===== src/rtl/fp_sgnj.sv =====
// FSGNJ/FSGNJN/FSGNJX sign-injection unit for F32/F64 with a single output register.
// Optional NaN-boxing of F32 operands and results when FP_SGNJ_NANBOX_EN is defined.
module fp_sgnj (
  input  logic        fp_sgnj_i_clk,
  input  logic        fp_sgnj_i_rst_n,
  input  logic        fp_sgnj_i_valid,
  input  logic [63:0] fp_sgnj_i_data1,
  input  logic [63:0] fp_sgnj_i_data2,
  input  logic [1:0]  fp_sgnj_i_fmt,
  input  logic [2:0]  fp_sgnj_i_rm,
  output logic        fp_sgnj_o_valid,
  output logic [63:0] fp_sgnj_o_result
);

  logic [63:0] w_op1;
  logic [63:0] w_op2;
  logic        w_s1;
  logic        w_s2;
  logic        w_sign;
  logic [63:0] w_result;
  logic        r_valid;
  logic [63:0] r_result;

  always_comb begin
    w_op1 = fp_sgnj_i_data1;
    w_op2 = fp_sgnj_i_data2;
`ifdef FP_SGNJ_NANBOX_EN
    // Improperly boxed F32 operands read as the canonical quiet NaN.
    if (fp_sgnj_i_fmt == 2'd0) begin
      if (fp_sgnj_i_data1[63:32] != '1) w_op1 = 64'hFFFF_FFFF_7FC0_0000;
      if (fp_sgnj_i_data2[63:32] != '1) w_op2 = 64'hFFFF_FFFF_7FC0_0000;
    end
`endif
    w_s1 = (fp_sgnj_i_fmt == 2'd1) ? w_op1[63] : w_op1[31];
    w_s2 = (fp_sgnj_i_fmt == 2'd1) ? w_op2[63] : w_op2[31];

    case (fp_sgnj_i_rm)
      3'd0:    w_sign = w_s2;
      3'd1:    w_sign = ~w_s2;
      3'd2:    w_sign = w_s1 ^ w_s2;
      default: w_sign = 1'b0;
    endcase

    case (fp_sgnj_i_fmt)
`ifdef FP_SGNJ_NANBOX_EN
      2'd0:    w_result = {32'hFFFF_FFFF, w_sign, w_op1[30:0]};
`else
      2'd0:    w_result = {32'h0000_0000, w_sign, w_op1[30:0]};
`endif
      2'd1:    w_result = {w_sign, w_op1[62:0]};
      default: w_result = '0;
    endcase
  end

  always_ff @(posedge fp_sgnj_i_clk or negedge fp_sgnj_i_rst_n) begin
    if (!fp_sgnj_i_rst_n) begin
      r_valid  <= 1'b0;
      r_result <= '0;
    end else begin
      r_valid <= fp_sgnj_i_valid;
      if (fp_sgnj_i_valid) r_result <= w_result;
    end
  end

  assign fp_sgnj_o_valid  = r_valid;
  assign fp_sgnj_o_result = r_result;

endmodule


===== config.mk =====
export PLATFORM = sky130hd
export DESIGN_NAME = fp_sgnj
export DESIGN_NICKNAME = d
export VERILOG_FILES = /design/src/rtl/fp_sgnj.sv
export SDC_FILE = /design/constraint.sdc
export NUM_CORES = 1
export LEC_CHECK = 0
export CAP_MARGIN = 40
export CELL_PAD_IN_SITES_DETAIL_PLACEMENT = 0
export CELL_PAD_IN_SITES_GLOBAL_PLACEMENT = 1
export CORE_ASPECT_RATIO = 1.5
export CORE_MARGIN = 3
export CORE_UTILIZATION = 24
export CTS_CLUSTER_DIAMETER = 200
export DETAILED_ROUTE_END_ITERATION = 10
export MAX_ROUTING_LAYER = met4
export PLACE_DENSITY = 0.92
export REMOVE_ABC_BUFFERS = 1
export SLEW_MARGIN = 20
export SYNTH_ARGS = -nofsm -noshare
export SYNTH_HDL_FRONTEND = slang
export SYNTH_SLANG_ARGS = --single-unit

===== constraint.sdc =====
create_clock -name fp_sgnj_i_clk -period 0.8 [get_ports fp_sgnj_i_clk]
set_input_delay 0.12 -clock fp_sgnj_i_clk [delete_from_list [all_inputs] [get_ports fp_sgnj_i_clk]]
set_output_delay 0.12 -clock fp_sgnj_i_clk [all_outputs]
set_load 0.03 [all_outputs]

==> impl_metrics.json, run 1 <==
{
  "status": "finished with violations",
  "violations": "negative setup slack",
  "r2r-end": "fp_sgnj_o_result[35]",
  "final_area_sq_mm": 0.005027,
  "io_buffers": 138,
  "wl_met2_mm": 4.490,
  "synth_area_sq_mm": 0.002630,
  "hold_class": "input port to register",
  "htreeDepth": 3,
  "finalSetupViolations": 90,
  "wl_met1_mm": 3.292,
  "fp.dieW_um": 91.47,
  "cp.required_ns": 0.99,
  "clock.fmax_ghz": 0.9596,
  "antenna_found_initial": 0,
  "post-route-drc-count": 0,
  "layout-drive-gt1-share": 0.3478,
  "nNetsFinal": 545,
  "netlist.area_leader.share": 0.6185,
  "ios": 201,
  "grtUsageTotal": 0.1376,
  "crit_slowest_cell": "mux2_4",
  "dieHeight_um": 134.2,
  "fin_tns_setup_ns": -13.12,
  "crit_chain": "buf_6 > nand2b_4 > mux2i_2 > mux2_4 > o311ai_2 > o311ai_1",
  "crit_fanout": 2,
  "antenna_left": 0,
  "drt-pass1-iter-count": 6,
  "cts_root_buffer": "clkbuf_16",
  "yosysSeqAreaShare": 0.6185,
  "p_leak_nw": 2.330,
  "cts_tree": "built",
  "min_period_ns": 1.042,
  "syn_inst": 227,
  "placed_area_sq_mm": 0.004125,
  "cts_buffers": 9,
  "finalHoldViolCount": 0,
  "synth_compound_area_frac": 0.1784,
  "dr_wl_met3_um": 598,
  "synth_top_area_cell": "dfrtp_1",
  "synth_edf_count": 0,
  "routed_via_density": 4.400,
  "max-vdd-ir-drop_mv": 1.173,
  "crit_path_start_kind": "input port",
  "regArea_sq_mm": 0.001627,
  "synth-xor-area-share": 0,
  "min-delay-start": "fp_sgnj_i_fmt[0]",
  "ys_ff_latch": 65,
  "antenna_cells": 0,
  "synth_commonest_cells": "dfrtp_1, inv_1, o21ai_0",
  "gp_congestion": 0.7412,
  "ys_warn_count": 0,
  "power_density_mw_per_mm2": 1905,
  "yosysMostFrequentCell": "dfrtp_1",
  "highest_layer": "met4",
  "crit_arrival_ns": 1.23,
  "dp_slack_ns": -1.072,
  "synthTopCellsByArea": "dfrtp_1, a22o_1, nand3b_1",
  "crit_type": "input port to register",
  "cts.path.max_buffers": 2,
  "endpoint_kind": "register",
  "synthFlopType": "dfrtp_1",
  "rsz0062_at_grt": "yes",
  "row_count": 46,
  "finalNonFillerCells": 558,
  "synth_mux_area_frac": 0.009515,
  "start_util": 0.2470,
  "min_path_cells": 5,
  "synth.distinct_cells": 21,
  "dpl.hpwl_mm": 5.394,
  "die_area_sq_mm": 0.01228,
  "dpl.cell_count": 506,
  "power_mw": 9.577,
  "grt_first_pass_wirelength_mm": 12.99,
  "areaGrowthSynthToFinish_pct": 91.15,
  "vias": 2455,
  "maxCapViolations": 0,
  "drtIter0Drc": 79,
  "max_stage_delay_ns": 0.33,
  "detail_route.wl_per_cell_um": 15.36,
  "fin_crit_sh": 1.303,
  "grt_max_degree": 66,
  "post-route-util": 0.4722,
  "reg2reg_depth": 2,
  "worstReg2RegStart": "fp_sgnj_o_result[35]",
  "synth_fa_ha_area_frac": 0,
  "coreArea_sq_mm": 0.01065,
  "multiInputGateArea_sq_um": 877.1,
  "clock-sinks": 65,
  "fillCellCount": 943,
  "clkTransAtPathRegs_ns": 0.05,
  "synth_top_family_by_area": "compound AO/OA/AOI/OAI gates",
  "maxSlewViolCount": 0,
  "hold_end": "fp_sgnj_o_result[31]",
  "r2r_setup_slack_ns": -0.08,
  "hold-worst-slack_ns": 0.2358,
  "async_reset_ff_frac": 1.000,
  "slew-limit-headroom": 0.7515,
  "grt_pass1_vias": 2519,
  "tightestPinTransition_ns": 0.3728,
  "overflow": 0,
  "setup_slack_ns": -0.2421,
  "clk_latency_ns": 0.32,
  "syn_avg_cell_area_sq_um": 11.59,
  "skew_ns": 0,
  "totalWireLength_mm": 8.573,
  "synth-simple-area-share": 0.1175
}
registers in the layout (all words and copies together) (netlist names):
register and count:
fp_sgnj_o_result 64, fp_sgnj_o_valid 1
critical path, delay by kind of cell:
family | cells | cell delay (ns)
muxes | 2 | 0.51
buffers and inverters | 1 | 0.09
AOI/OAI and AO/OA | 2 | 0.35
and+or+nand+nor | 1 | 0.14
report_power, final:
group	switching, mW	internal, mW
logic	0.983	1.11
clock network	1.39	2.40
registers	0.175	3.51
total	2.55	7.03
cell usage in the layout (no fill, tap or decap):
cell type and instances:
and4bb_2 2, nor3_2 1, clkdlybuf4s50_1 62, buf_12 6
dlygate4sd3_1 1, nor3_1 1, clkbuf_2 1, buf_6 71
o21ai_0 30, inv_1 34, buf_2 2, clkbuf_16 10
nand3b_1 31, clkinvlp_4 1, clkinv_1 1, mux2i_2 1
nor2_1 1, clkbuf_1 2, o21ai_1 2, dfrtp_1 65
clkinv_2 2, o31ai_2 1, clkinv_4 1, a31oi_4 2
nand2b_4 1, a22o_1 31, clkdlybuf4s15_1 2, bufinv_16 1
nor3b_1 1, buf_4 37, nor2_4 1, mux2_4 1
o311ai_1 1, dlygate4sd2_1 4, nor4b_4 1, nand2_1 1
o311ai_2 1
cell type report:
class | count | share of cell area
Clock buffer | 11 | 0.04629
Clock inverter | 5 | 0.01120
Inverter | 35 | 0.02613
Multi-Input combinational cell | 111 | 0.1745
Sequential cell | 65 | 0.3235
Tap cell | 144 | 0.03584
Timing Repair Buffer | 187 | 0.3825
routing by layer:
layer | global-route usage | vias to the layer above
met5 | - | -
met4 | 0.06795 | 0
met3 | 0.03760 | 15
met2 | 0.2399 | 108
met1 | 0.1411 | 1177
li1 | - | 1155
how the worst max path moves through the flow:
stage | from | end | slack, ns | cells after the start
3_5_place_dp | fp_sgnj_i_fmt[1] | fp_sgnj_o_result[31] | -1.07 | 6
4_1_cts | fp_sgnj_o_result[3] | fp_sgnj_o_result[3] | -0.22 | 1
3_3_place_gp | fp_sgnj_i_fmt[1] | fp_sgnj_o_result[31] | -1.03 | 6
5_1_grt | fp_sgnj_i_fmt[1] | fp_sgnj_o_result[31] | -0.38 | 6
2_1_floorplan | fp_sgnj_i_valid | fp_sgnj_o_result[63] | -1.37 | 4
6_report | fp_sgnj_i_fmt[1] | fp_sgnj_o_result[31] | -0.24 | 6
logic make-up after synthesis:
| family | after synthesis |
|---|---|
| DFF | 65 |
| AOI/OAI and AO/OA | 68 |
| and+or+nand+nor | 41 |
| muxes | 2 |
| buffers and inverters | 51 |
what timing repair did:
item / in CTS / in global routing
resized for setup: 89 / 15
buffers inserted: 14 / 22
pin swaps: 14 / 16
cloned: 0 / 1
setup endpoints to repair: 129 / 83
hold buffers: 1 / 0
hold endpoints to repair: 65 / 0
No activity file was read; power rests on OpenSTA's default activity.
==> inputs of run 2 (changes only) <==
Settings changed: CORE_ASPECT_RATIO 1.5 to unset, CTS_CLUSTER_SIZE set to 40.
==> run 2 against run 1 <==
  * The run still ends with negative setup slack left
  * Maximum frequency fell by 8.2%
  * Core utilization fell by 0.85 points
  * Cell count fell by 2.2%
  * Via count fell by 2.0%
  * Critical path depth did not move
  * Register-to-register slack improved by 0.02 ns
  * Non-clock buffer count fell by 4
  * Critical path type unchanged
  * Critical endpoint unchanged
==> impl_metrics.json, run 2 (synthesized netlist as in run 1, its figures left out) <==
{
  "nNetsFinal": 541,
  "fp.dieW_um": 110.7,
  "cp.required_ns": 1.00,
  "detail_route.wl_per_cell_um": 14.52,
  "antenna_found_initial": 0,
  "hold_class": "input port to register",
  "ios": 201,
  "die_area_sq_mm": 0.01225,
  "areaGrowthSynthToFinish_pct": 85.25,
  "clk_latency_ns": 0.33,
  "finalNonFillerCells": 546,
  "crit_fanout": 3,
  "dp_slack_ns": -1.201,
  "clkTransAtPathRegs_ns": 0.08,
  "grt_pass1_vias": 2541,
  "fin_tns_setup_ns": -13.37,
  "cts.path.max_buffers": 2,
  "maxSlewViolCount": 0,
  "crit_arrival_ns": 1.33,
  "max-vdd-ir-drop_mv": 1.278,
  "io_buffers": 138,
  "cts_root_buffer": "clkbuf_8",
  "row_count": 37,
  "min_path_cells": 2,
  "p_leak_nw": 2.267,
  "setup_slack_ns": -0.3351,
  "vias": 2405,
  "dpl.hpwl_mm": 5.189,
  "maxCapViolations": 0,
  "final_cell_mix": "buf_6, dfrtp_1, clkdlybuf4s50_1",
  "reg2reg_depth": 2,
  "routed_via_density": 4.405,
  "crit_path_start_kind": "input port",
  "grt_first_pass_wirelength_mm": 12.99,
  "power_density_mw_per_mm2": 1808,
  "start_util": 0.2503,
  "htreeDepth": 3,
  "dieHeight_um": 110.7,
  "antenna_cells": 0,
  "endpoint_kind": "register",
  "finalSetupViolations": 83,
  "dpl.cell_count": 501,
  "fin_crit_sh": 1.419,
  "gp_congestion": 0.8098,
  "cts_buffers": 9,
  "layout_commonest_cell": "buf_6",
  "skew_ns": 0,
  "cts_tree": "built",
  "grtUsageTotal": 0.1338,
  "coreArea_sq_mm": 0.01051,
  "antenna_left": 0,
  "largest_reg_flops": 64,
  "tightestPinTransition_ns": 0.4515,
  "overflow": 0,
  "drtIter0Drc": 89,
  "slew-limit-headroom": 0.6990,
  "layout-drive-gt1-share": 0.3488,
  "rsz0062_at_grt": "yes",
  "clock.fmax_ghz": 0.8810,
  "status": "finished with violations",
  "clock-sinks": 65,
  "violations": "negative setup slack",
  "post-route-drc-count": 0,
  "totalWireLength_mm": 7.929,
  "crit_type": "input port to register",
  "finalHoldViolCount": 0,
  "grt_max_degree": 66,
  "min_period_ns": 1.135,
  "drt-pass1-iter-count": 5
}
==> run 2: cell count changes in the layout (fill, tap and decap cells not counted), moves of 2 or more <==
| cell | change |
|---|---|
| clkbuf_8 | +10 |
| o21ai_0 | -5 |
| clkbuf_16 | -10 |
| a31oi_2 | +2 |
| a31oi_4 | -2 |
| o21ai_1 | +4 |
| buf_6 | +5 |
| buf_4 | -4 |
| buf_12 | -4 |
==> run 2: per-stage QoR <==
| stage | utilization | hold slack, ns | area, sq um | power (mW) |
|---|---|---|---|---|
| floorplan | - | -0.1756 | 2561 | 4.401 |
| global placement | 0.3890 | 0.1610 | 4088 | 5.393 |
| detailed placement | 0.3890 | 0.1650 | 4088 | 5.426 |
| CTS | 0.4476 | 0.1171 | 4703 | 8.864 |
| global route | 0.4636 | 0.1268 | 4872 | 9.255 |
| finish | 0.4636 | 0.1493 | 4872 | 8.807 |
==> run 2: per-layer routing <==
metal / vias up / GRT usage / wire [um]
met3: 11 / 0.04585 / 590
met5: - / - / 0
met1: 1143 / 0.1670 / 3498
met2: 113 / 0.2083 / 3743
met4: 0 / 0.03612 / 97
li1: 1138 / - / -
==> run 2: final timing paths <==
kind	start	endpoint	slack (ns)
min in group asynchronous	fp_sgnj_i_rst_n	fp_sgnj_o_result[49]	0.36
max reg2reg	fp_sgnj_o_result[61]	fp_sgnj_o_result[61]	-0.06
min reg2reg	fp_sgnj_o_result[40]	fp_sgnj_o_result[40]	0.54
min	fp_sgnj_i_valid	fp_sgnj_o_valid	0.15
max	fp_sgnj_i_fmt[1]	fp_sgnj_o_result[31]	-0.34
max in group asynchronous	fp_sgnj_i_rst_n	fp_sgnj_o_result[23]	0.13
==> run 2: area by class of cell <==
| cell class | instances | area (sq um) |
|---|---|---|
| tap | 136 | 170.2 |
| fill | 953 | 5637 |
| clock buffer | 11 | 141.4 |
| sequential | 65 | 1627 |
| inverter | 35 | 131.4 |
| clock inverter | 5 | 78.83 |
| timing repair buffer | 183 | 1848 |
| multi-input combinational | 111 | 875.8 |
==> run 2: worst max-delay path: stages <==
cell	delay (ns)
buf_6	0.10
nand2b_4	0.14
mux2i_2	0.20
mux2_4	0.35
o311ai_4	0.28
o311ai_2	0.15
==> run 2: where the power goes <==
part           leakage [nW]  internal (mW)  switching [mW]
combinational          1.29           1.07           0.967
clock                 0.113           1.84            1.26
sequential            0.860           3.51           0.169
total                  2.27           6.42            2.39
==> run 2: repair_timing <==
| action | in CTS | in global routing |
|---|---|---|
| pin swaps | 14 | 11 |
| hold buffers | 1 | 0 |
| hold endpoints to repair | 65 | 0 |
| setup endpoints to repair | 129 | 80 |
| gates resized for setup | 92 | 21 |
| setup buffers | 15 | 18 |
